$ cat config.mk
export PLATFORM = sky130hd
export DESIGN_NAME = traffic_light_top
export DESIGN_NICKNAME = d
export VERILOG_FILES = /design/src/rtl/traffic_pkg.sv /design/src/rtl/phase_timer.sv /design/src/rtl/traffic_light_top.sv
export SDC_FILE = /design/constraint.sdc
export NUM_CORES = 1
export LEC_CHECK = 0
export CELL_PAD_IN_SITES_DETAIL_PLACEMENT = 1
export CELL_PAD_IN_SITES_GLOBAL_PLACEMENT = 1
export CORE_UTILIZATION = 33
export DETAILED_ROUTE_END_ITERATION = 10
export PLACE_DENSITY = 0.81
export SLEW_MARGIN = 10
export SYNTH_ARGS = -nofsm -noshare
export SYNTH_HDL_FRONTEND = slang
export SYNTH_SLANG_ARGS = --single-unit
export TNS_END_PERCENT = 50
$ cat constraint.sdc
create_clock -name clk -period 1.7 [get_ports clk]
set_clock_uncertainty 0.15 [all_clocks]
set_input_delay 0.34 -clock clk [delete_from_list [all_inputs] [get_ports clk]]
set_output_delay 0.34 -clock clk [all_outputs]
set_load 0.005 [all_outputs]
$ cat src/rtl/traffic_pkg.sv
`default_nettype none
// ============================================================================
// Module      : traffic_pkg
// Description : Shared types and default timing constants for the two-road
//               traffic light controller (light encoding, FSM states).
// Revision    : 1.0 - initial release
// ============================================================================
package traffic_pkg;

    // Light head encoding; 2'b11 is never produced.
    typedef enum logic [1:0] {
        GREEN  = 2'b00,
        YELLOW = 2'b01,
        RED    = 2'b10
    } light_t;

    // Controller phases: main green/yellow, all-red, country green/yellow,
    // all-red back to main.
    typedef enum logic [2:0] {
        MG  = 3'd0,
        MY  = 3'd1,
        AR1 = 3'd2,
        CG  = 3'd3,
        CY  = 3'd4,
        AR2 = 3'd5
    } state_t;

    // Default phase timings, in clock cycles.
    localparam int c_T_MAIN_MIN = 8;
    localparam int c_T_YELLOW   = 2;
    localparam int c_T_ALLRED   = 1;
    localparam int c_T_CTRY_MIN = 2;
    localparam int c_T_CTRY_MAX = 6;

endpackage : traffic_pkg
`default_nettype wire

$ cat src/rtl/phase_timer.sv
`default_nettype none
// ============================================================================
// Module      : phase_timer
// Description : 4-bit saturating cycle counter used to time FSM phases.
//               Clear has priority over enable; the count sticks at 15.
// Ports       : clk      - rising-edge clock
//               rst      - synchronous active-high reset (count -> 0)
//               i_clear  - synchronous clear (count -> 0)
//               i_enable - advance the count by one (saturating)
//               o_count  - current count
// Revision    : 1.0 - initial release
// ============================================================================
module phase_timer (
    input  logic       clk,
    input  logic       rst,
    input  logic       i_clear,
    input  logic       i_enable,
    output logic [3:0] o_count
);

    logic [3:0] r_count;

    always_ff @(posedge clk) begin
        if (rst || i_clear) begin
            r_count <= 4'd0;
        end else if (i_enable && (r_count != 4'hF)) begin
            r_count <= r_count + 4'd1;
        end
    end

    assign o_count = r_count;

endmodule : phase_timer
`default_nettype wire

$ cat src/rtl/traffic_light_top.sv
`default_nettype none
// ============================================================================
// Module      : traffic_light_top
// Description : Two-road traffic light controller. Moore FSM that keeps the
//               main road green by default and yields to the country road
//               when country demand is nonzero and at least main demand.
// Ports       : clk             - rising-edge clock
//               rst             - synchronous active-high reset (-> MG)
//               main_traffic    - vehicles waiting on main road (0..7)
//               country_traffic - vehicles waiting on country road (0..7)
//               mainLight       - main-road light head
//               countryLight    - country-road light head
// Revision    : 1.0 - initial release
// ============================================================================
module traffic_light_top
    import traffic_pkg::*;
#(
    parameter int T_MAIN_MIN = c_T_MAIN_MIN,
    parameter int T_YELLOW   = c_T_YELLOW,
    parameter int T_ALLRED   = c_T_ALLRED,
    parameter int T_CTRY_MIN = c_T_CTRY_MIN,
    parameter int T_CTRY_MAX = c_T_CTRY_MAX
) (
    input  logic       clk,
    input  logic       rst,
    input  logic [2:0] main_traffic,
    input  logic [2:0] country_traffic,
    output logic [1:0] mainLight,
    output logic [1:0] countryLight
);

    // Last count value of each phase (count starts at 0 on entry).
    localparam logic [3:0] c_MAIN_LAST   = 4'(T_MAIN_MIN - 1);
    localparam logic [3:0] c_YELLOW_LAST = 4'(T_YELLOW - 1);
    localparam logic [3:0] c_ALLRED_LAST = 4'(T_ALLRED - 1);
    localparam logic [3:0] c_CMIN_LAST   = 4'(T_CTRY_MIN - 1);
    localparam logic [3:0] c_CMAX_LAST   = 4'(T_CTRY_MAX - 1);

    state_t     r_state;
    state_t     w_next_state;
    logic [3:0] w_cnt;
    logic       w_phase_change;
    logic       w_country_wants;
    logic       w_main_wants;

    // Country wins ties; main reclaims only when country is empty or
    // main demand is strictly larger.
    assign w_country_wants = (country_traffic != 3'd0) &&
                             (country_traffic >= main_traffic);
    assign w_main_wants    = (country_traffic == 3'd0) ||
                             (main_traffic > country_traffic);

    // The counter restarts whenever the state is about to change.
    assign w_phase_change = (w_next_state != r_state);

    phase_timer u_phase_timer (
        .clk      (clk),
        .rst      (rst),
        .i_clear  (w_phase_change),
        .i_enable (1'b1),
        .o_count  (w_cnt)
    );

    always_ff @(posedge clk) begin
        if (rst) begin
            r_state <= MG;
        end else begin
            r_state <= w_next_state;
        end
    end

    always_comb begin
        w_next_state = r_state;
        case (r_state)
            MG: begin
                if ((w_cnt >= c_MAIN_LAST) && w_country_wants) begin
                    w_next_state = MY;
                end
            end
            MY: begin
                if (w_cnt == c_YELLOW_LAST) begin
                    w_next_state = AR1;
                end
            end
            AR1: begin
                if (w_cnt == c_ALLRED_LAST) begin
                    w_next_state = CG;
                end
            end
            CG: begin
                if (((w_cnt >= c_CMIN_LAST) && w_main_wants) ||
                    (w_cnt == c_CMAX_LAST)) begin
                    w_next_state = CY;
                end
            end
            CY: begin
                if (w_cnt == c_YELLOW_LAST) begin
                    w_next_state = AR2;
                end
            end
            AR2: begin
                if (w_cnt == c_ALLRED_LAST) begin
                    w_next_state = MG;
                end
            end
            default: begin
                w_next_state = MG;
            end
        endcase
    end

    // Moore decode from the registered state only.
    always_comb begin
        mainLight    = RED;
        countryLight = RED;
        case (r_state)
            MG:      mainLight    = GREEN;
            MY:      mainLight    = YELLOW;
            CG:      countryLight = GREEN;
            CY:      countryLight = YELLOW;
            default: begin
                mainLight    = RED;
                countryLight = RED;
            end
        endcase
    end

endmodule : traffic_light_top
`default_nettype wire

==> Yosys cells after proc, flatten, opt, wreduce, memory -nomap -nowiden <==
Cells that the tools add are included.
{ "word_totals": {"input_bits": 8, "regBits": 7, "wordCells": 35, "out_inout_bits": 4} }
{ "op_classes": {"muxes": 9, "n_lt_le_gt_ge": 4, "n_reduce_logical": 10, "n_addsub": 1, "eq_ne": 9} }
{ "ops": {"columns": ["cell", "n"], "rows": [
  ["3-bit two-way mux", 6],
  ["3-bit case mux with 6 select lines", 1],
  ["2-bit case mux with 2 select lines", 2],
  ["3-bit by 2-bit == test with 1-bit output (second input constant)", 2],
  ["3-bit == test (second input constant)", 2],
  ["3-bit zero test", 2],
  ["4-bit by 1-bit adder with 4-bit output (second input constant)", 1],
  ["4-bit by 1-bit == test with 1-bit output (second input constant)", 1],
  ["4-bit by 3-bit == test with 1-bit output (second input constant)", 1],
  ["4-bit by 1-bit >= comparator with 1-bit output (second input constant)", 1],
  ["4-bit by 3-bit >= comparator with 1-bit output (second input constant)", 1],
  ["4-bit zero test", 1],
  ["4-bit != test (second input constant)", 1],
  ["3-bit by 1-bit == test with 1-bit output (second input constant)", 1],
  ["3-bit >= comparator", 1],
  ["3-bit > comparator", 1],
  ["1-bit logical AND", 3],
  ["1-bit logical OR", 3],
  ["3-bit != test", 1],
  ["3-bit nonzero test", 1]
]} }

==> Depth between registers and ports, before layout <==
Gate-level depths: netlist (run 1).
{ "depth": {"depth_word": 8, "depth_mapped": 7, "depth_no_buf": 7} }

==> Modules after synthesis <==
Synthesis (run 1) repeated with hierarchy kept, for this count alone.
{ "hier_totals": {"cells_unflattened": 76, "hier_area_um2": 599.3} }
{ "by_module_without_submodules": {"columns": ["mod", "cells_each", "area_each_um2", "seq_area_each_um2", "n_inst"], "rows": [
  ["traffic_light_top", 55, 389.1, 60.1, 1],
  ["phase_timer", 21, 210.2, 80.1, 1]
]} }

==> Least setup slack after synthesis (run 1) <==
OpenSTA, ideal clock, no wires.
{ "synth_timing": {"path_kind": "reg-to-reg", "from": "reg u_phase_timer.r_count[1] (netlist: u_phase_timer.o_count[1])", "to": "reg u_phase_timer.r_count[0] (netlist: u_phase_timer.o_count[0])", "t_required_ns": 1.458, "arrival_ns": 1.465, "n_path_buf": 0, "setup_time_ns": 0.092, "stages_incl_launch_ff": 8, "period_less_slack_ns": 1.706, "setup_slack_ns": -0.006, "cell_sequence": "dfxtp_1 > inv_1 > ha_1 > nor4b_4 > o22ai_1 > a21oi_2 > o21bai_2 > nor4_1"} }
{ "synth_between": {"elab_chain_len": 7, "elab_cells_between_ends": 18, "classes_between": "2 x order compare; 4 x eq/ne; 7 x mux; 5 x reduce/logical"} }
{ "synth_lines": {"columns": ["element", "line", "text"], "rows": [
  ["start: declaration", "phase_timer.sv:21", "logic [3:0] r_count;"],
  ["start signal: assignment", "phase_timer.sv:27", "r_count <= r_count + 4'd1;"],
  ["4-bit by 1-bit >= comparator with 1-bit output", "traffic_light_top.sv:91", "if (((w_cnt >= c_CMIN_LAST) && w_main_wants) ||"],
  ["1-bit logical AND", "traffic_light_top.sv:91", null],
  ["1-bit logical OR", "traffic_light_top.sv:91", null],
  ["3-bit two-way mux", "traffic_light_top.sv:91", null],
  ["3-bit case mux with 6 select lines", "traffic_light_top.sv:74", "case (r_state)"],
  ["3-bit != test", "traffic_light_top.sv:54", "assign w_phase_change = (w_next_state != r_state);"],
  ["1-bit logical OR", "phase_timer.sv:24", "if (rst || i_clear) begin"]
]} }
Several ways; a longest one is shown, not always the timed one.
A chain may end at the register's enable or synchronous reset.

==> Final worst setup path (run 1) <==
{ "layout_timing": {"from": "reg u_phase_timer.r_count[1] (netlist: u_phase_timer.o_count[1])", "to": "reg u_phase_timer.r_count[2] (netlist: u_phase_timer.o_count[2])"} }
Same word-level chain as after synthesis.

==> results.json, run 1 <==
{
  "cp-end-kind": "flop",
  "seq_area_frac_synth_pct": 21.1,
  "dpl_worst_slack_ns": -0.725,
  "via_per_inst": 5.42,
  "portBuffers": 11,
  "final_design_area_no_fill_um2": 1110,
  "startpoint": "u_phase_timer.o_count[1]",
  "ys_warn_count": 0,
  "endpoint": "u_phase_timer.o_count[2]",
  "ant_nets": 0,
  "gp_congestion": 0.780,
  "filler_cell_count": 220,
  "slowest_delay_ns": 0.35,
  "antenna_cells": 0,
  "syn_area_per_cell_um2": 8.00,
  "hold_path.class": "flop to flop",
  "drv_slew": 0,
  "cp_slowest_cell": "dfxtp_2",
  "irDropWorstVdd_v": 0.000351,
  "synthCells": 83,
  "cts_tree": "built",
  "drive_gt1_share_pct": 52.2,
  "track_usage_pct": 25.0,
  "synth_ff_type": "dfxtp_1",
  "core_area_um2": 1800,
  "grt_pass1_vias": 858,
  "hold_violations": 0,
  "critPathLaunchType": "flop",
  "yosysUniqueCellTypes": 36,
  "crit_fanout": 5,
  "netlist_top_cells_count": "8 x inv_1, 7 x a21oi_1, 7 x dfxtp_1, 7 x ha_1, 6 x nor3_1",
  "drt-pass1-iter-count": 4,
  "vias": 759,
  "syn_area_um2": 664,
  "cts_max_level": 1,
  "ys_ff_latch": 7,
  "p_leak_nw": 0.495,
  "synth_edf_count": 0,
  "num_rows": 15,
  "violations": "setup timing",
  "max-cap-violations": 0,
  "synth_area_leaders": "dfxtp_1 21%, ha_1 13%, a21oi_1 5.3%",
  "overflow": 0,
  "fmax_ghz": 0.543,
  "wl_per_cell_um": 17.5,
  "setup_tns_ns": -0.660,
  "grt_max_degree": 7,
  "die_area_um2": 2200,
  "final-setup-viol-count": 7,
  "dr.first_iter.drc_count": 13,
  "syn_to_final_growth_pct": 67.0,
  "cp_data_required_time_ns": 1.72,
  "synth_area_leader_cell": "dfxtp_1",
  "post-dp-hpwl_mm": 1.79,
  "synthesis.nets": 98,
  "fin_crit_ns": 1.84,
  "rr_startpoint": "u_phase_timer.o_count[1]",
  "finalPower_mw": 0.826,
  "setup_slack_ns": -0.142,
  "clock_path_buffers": 2,
  "die_w_um": 46.9,
  "cts_root_buffer": "clkbuf_4",
  "grt_pass1_wl_mm": 3.73,
  "holdBufCountCts": 0,
  "relSlewSlack_pct": 80.1,
  "rsz0062_at_grt": "yes",
  "cts_made_buffers": 3,
  "final_net_count": 131,
  "synth_top_area_share_pct": 21.1,
  "clock-sinks": 7,
  "seqCellArea_um2": 150,
  "r2r_end": "u_phase_timer.o_count[2]",
  "tightest_slew_ns": 0.299,
  "crit_chain": "inv_4 -> ha_4 -> nor4b_4 -> o22ai_2 -> a21oi_2 -> o21bai_4 -> nor4_2",
  "powerDensity_nw_per_um2": 745,
  "io_pins": 12,
  "start_util_pct": 36.9,
  "synth_most_common_cell": "inv_1",
  "drc_errors": 0,
  "status": "complete, but fails checks",
  "die_y_um": 46.9,
  "multi_input_area_um2": 602,
  "period_share_pct": 108,
  "path_class": "flop to flop",
  "reg2regPathDepth": 7,
  "wirelength_mm": 2.45,
  "cp_num_cells": 7,
  "placed_area_um2": 935,
  "clk_latency_ns": 0.27,
  "clk_pin_slew_ns": 0.06,
  "reg2reg_slack_ns": -0.14,
  "path_delay_family": "simple AND/OR/NAND/NOR gates",
  "antenna_found_initial": 0,
  "async_flop_share_pct": 0,
  "cp.arrival_ns": 1.86,
  "critPathBufInv": 1
}
-- layer usage --
layer | part of all wire (%) | up-vias | global-route usage (%)
met1 | 39 | 378 | 25.1
met3 | 2.0 | 7 | 4.62
met4 | 2.5 | 0 | 11.4
li1 | - | 361 | -
met2 | 57 | 13 | 48.9
met5 | 0 | - | 0
-- worst min path at each step --
stage	start	end	slack [ns]	depth (start not counted)
floorplan	rst	r_state[0]	0.26	1
global route	r_state[2]	r_state[1]	0.44	2
CTS	r_state[2]	r_state[1]	0.44	2
finish	r_state[2]	r_state[1]	0.43	2
global placement	r_state[2]	r_state[1]	0.45	2
detailed placement	r_state[2]	r_state[1]	0.45	2
-- tightest hold or removal path, stage by stage, from the launching register on --
cell,delay [ns]
dfxtp_4,0.37
buf_4,0.14
nor3_2,0.04
-- state kept, by name, indices dropped and copies added (netlist names) --
register and cells:
u_phase_timer.o_count 4, r_state 3
-- power breakdown --
part	switching, mW	total [mW]	leakage, nW	internal, mW
sequential	0.0275	0.211	0.0593	0.184
clock	0.0810	0.172	0.0150	0.0909
combinational	0.211	0.443	0.420	0.232
total	0.319	0.826	0.495	0.507
-- cell usage in the layout, fill, tap and decap left out, drive strengths merged, types with 3 or more instances in the layout --
master / netlist / final
o21ai: 4 / 4
inv: 8 / 8
a21oi: 8 / 8
nand3: 4 / 4
dlygate4sd2: 0 / 6
nor3: 6 / 6
clkbuf: 2 / 5
nor2: 4 / 4
ha: 7 / 7
buf: 3 / 22
nor4: 4 / 4
nand2: 4 / 4
a31oi: 3 / 3
dfxtp: 7 / 7
-- area by class of cell --
type,count,area share (%)
multi-input cells,63,54.2
repair buffers,33,24.1
flip-flops and latches,7,13.5
inverters,8,2.93
well taps,25,2.82
clock buffers,4,2.37
-- through the flow --
stage	instances	hold WS, ns	utilization (%)
6_report	140	0.433	61.6
3_3_place_gp	135	0.445	51.9
3_5_place_dp	135	0.451	51.9
4_1_cts	140	0.444	59.8
2_1_floorplan	83	0.259	-
5_1_grt	140	0.442	61.6
-- logic make-up after synthesis --
| group | share of synthesized area (%) |
|---|---|
| simple gates | 28.2 |
| fa+ha+maj | 13.2 |
| xor+xnor | 1.32 |
| flops | 21.1 |
| compound gates | 23.7 |
| mux | 3.01 |
| buf+inv | 9.41 |
-- timing repair --
| action | 4_1_cts | 5_1_grt |
|---|---|---|
| endpoints found under the setup margin | 11 | 10 |
| setup buffers | 1 | 0 |
| pin swaps | 9 | 6 |
| cloned | 0 | 0 |
| gates resized for setup | 33 | 12 |
Power figures use the tool's default switching activity.
==> inputs of run 2 (changes only) <==
--- a/config.mk
+++ b/config.mk
@@ -8,6 +8,7 @@
 export CELL_PAD_IN_SITES_DETAIL_PLACEMENT = 1
 export CELL_PAD_IN_SITES_GLOBAL_PLACEMENT = 1
 export CORE_UTILIZATION = 33
+export CTS_BUF_LIST = sky130_fd_sc_hd__clkbuf_4 sky130_fd_sc_hd__clkbuf_8 sky130_fd_sc_hd__clkbuf_16
 export DETAILED_ROUTE_END_ITERATION = 10
 export PLACE_DENSITY = 0.81
 export SLEW_MARGIN = 10
==> results.json, run 2 (synthesis results as in run 1) <==
{
  "status": "complete, but fails checks",
  "violations": "setup timing",
  "final-setup-viol-count": 7,
  "mostFrequentLayoutCells": "22 x buf_4, 6 x a21oi_1, 6 x dlygate4sd2_1",
  "drc_errors": 0,
  "p_int_mw": 0.524,
  "power_switching_mw": 0.325,
  "die_y_um": 46.9,
  "clockPowerShare_pct": 21.7,
  "power_frac_seq_pct": 25.0,
  "powerDensity_nw_per_um2": 762,
  "rsz0062_at_grt": "yes",
  "grt_max_degree": 7,
  "num_rows": 15,
  "die_w_um": 46.9,
  "cp_data_required_time_ns": 1.72,
  "antenna_found_initial": 0,
  "hold_path.class": "flop to flop",
  "fmax_ghz": 0.542,
  "slowest_delay_ns": 0.35,
  "grt_pass1_wl_mm": 3.89,
  "finalPower_mw": 0.848,
  "drive_gt1_share_pct": 53.0,
  "drt-pass1-iter-count": 4,
  "via_per_inst": 5.54,
  "cts_root_buffer": "clkbuf_4",
  "swShare_pct": 38.3,
  "grt_pass1_vias": 860,
  "holdBufCountCts": 0,
  "syn_to_final_growth_pct": 67.6,
  "comb_power_share_pct": 53.2,
  "crit_chain": "inv_4 -> ha_4 -> nor4b_4 -> o22ai_2 -> a21oi_2 -> o21bai_4 -> nor4_2",
  "period_share_pct": 109,
  "post-dp-hpwl_mm": 1.79,
  "portBuffers": 11,
  "setup_slack_ns": -0.145,
  "cts_tree": "built",
  "clk_pin_slew_ns": 0.06,
  "overflow": 0,
  "hold_violations": 0,
  "ant_nets": 0,
  "path_delay_family": "simple AND/OR/NAND/NOR gates",
  "p_leak_nw": 0.498,
  "crit_fanout": 5,
  "fin_util_pct": 61.8,
  "track_usage_pct": 26.0,
  "dpl_worst_slack_ns": -0.725,
  "clock_path_buffers": 2,
  "dr.first_iter.drc_count": 8,
  "cts_max_level": 1,
  "core_area_um2": 1800,
  "wl_per_cell_um": 18.5,
  "relSlewSlack_pct": 79.3,
  "max-cap-violations": 0,
  "layout_commonest_cell": "buf_4",
  "final_net_count": 131,
  "cp_slowest_cell": "dfxtp_2",
  "gp_congestion": 0.780,
  "tightest_slew_ns": 0.310,
  "drv_slew": 0,
  "vias": 776,
  "clk_latency_ns": 0.26,
  "cp-end-kind": "flop",
  "largest_reg_flops": 4,
  "hold_slack_ns": 0.430,
  "cp.arrival_ns": 1.86,
  "clock-sinks": 7,
  "wirelength_mm": 2.59,
  "start_util_pct": 36.9,
  "io_pins": 12,
  "antenna_cells": 0,
  "critPathLaunchType": "flop",
  "cts_made_buffers": 3,
  "fin_crit_ns": 1.84,
  "critPathBufInv": 1,
  "irDropWorstVdd_v": 0.000357,
  "die_area_um2": 2200,
  "path_class": "flop to flop"
}
==> run 2: cell counts in the layout (fill, tap and decap cells not counted) <==
No cell type changed its count.
==> run 2: repair_timing <==
item / in CTS / in global routing
cloned: 0 / 0
setup endpoints to repair: 11 / 10
setup buffers: 1 / 0
pin swaps: 9 / 6
gates resized for setup: 33 / 12
==> run 2: final timing paths <==
check	startpoint	end	slack (ns)	depth (start not counted)
worst max-delay path	u_phase_timer.o_count[1]	u_phase_timer.o_count[2]	-0.14	7
worst min-delay path	r_state[2]	r_state[1]	0.43	2
worst max register to register	u_phase_timer.o_count[1]	u_phase_timer.o_count[2]	-0.14	7
worst min register to register	r_state[2]	r_state[1]	0.43	2
==> run 2: through the flow <==
stage	std cells	area [µm²]	TNS (ns)
after global routing	140	1110	-1.35
final	140	1110	-0.718
after detailed placement	135	935	-4.22
after global placement	135	935	-3.39
after CTS	140	1080	-0.861
after floorplan	83	668	0
==> run 2: worst min-delay path, delay by kind of cell, from the launching register on <==
kind,cells,cell delay (ns)
AND/OR/NAND/NOR,1,0.04
buffers and inverters,1,0.13
flip-flops,1,0.37
==> run 2: power groups by stage <==
stage | clock, mW | combinational, mW | sequential (mW)
detailed placement | 0 | 0.377 | 0.208
finish | 0.184 | 0.452 | 0.212
floorplan | 0 | 0.210 | 0.202
global route | 0.192 | 0.484 | 0.215
CTS | 0.181 | 0.425 | 0.211
global placement | 0 | 0.352 | 0.206
==> run 2: final cells by class <==
| type | count | area, µm² |
|---|---|---|
| repair buffers | 33 | 268 |
| inverters | 8 | 32.5 |
| well taps | 25 | 31.3 |
| multi-input cells | 63 | 602 |
| fillers | 222 | 688 |
| flip-flops and latches | 7 | 150 |
| clock buffers | 4 | 30.0 |
==> run 2: layer usage <==
| metal | wire, µm | vias to the layer above | track usage (%) |
|---|---|---|---|
| li1 | - | 362 | - |
| met4 | 38 | 0 | 8.57 |
| met3 | 41 | 7 | 4.62 |
| met2 | 1500 | 13 | 53.9 |
| met5 | 0 | - | 0 |
| met1 | 1010 | 394 | 25.1 |
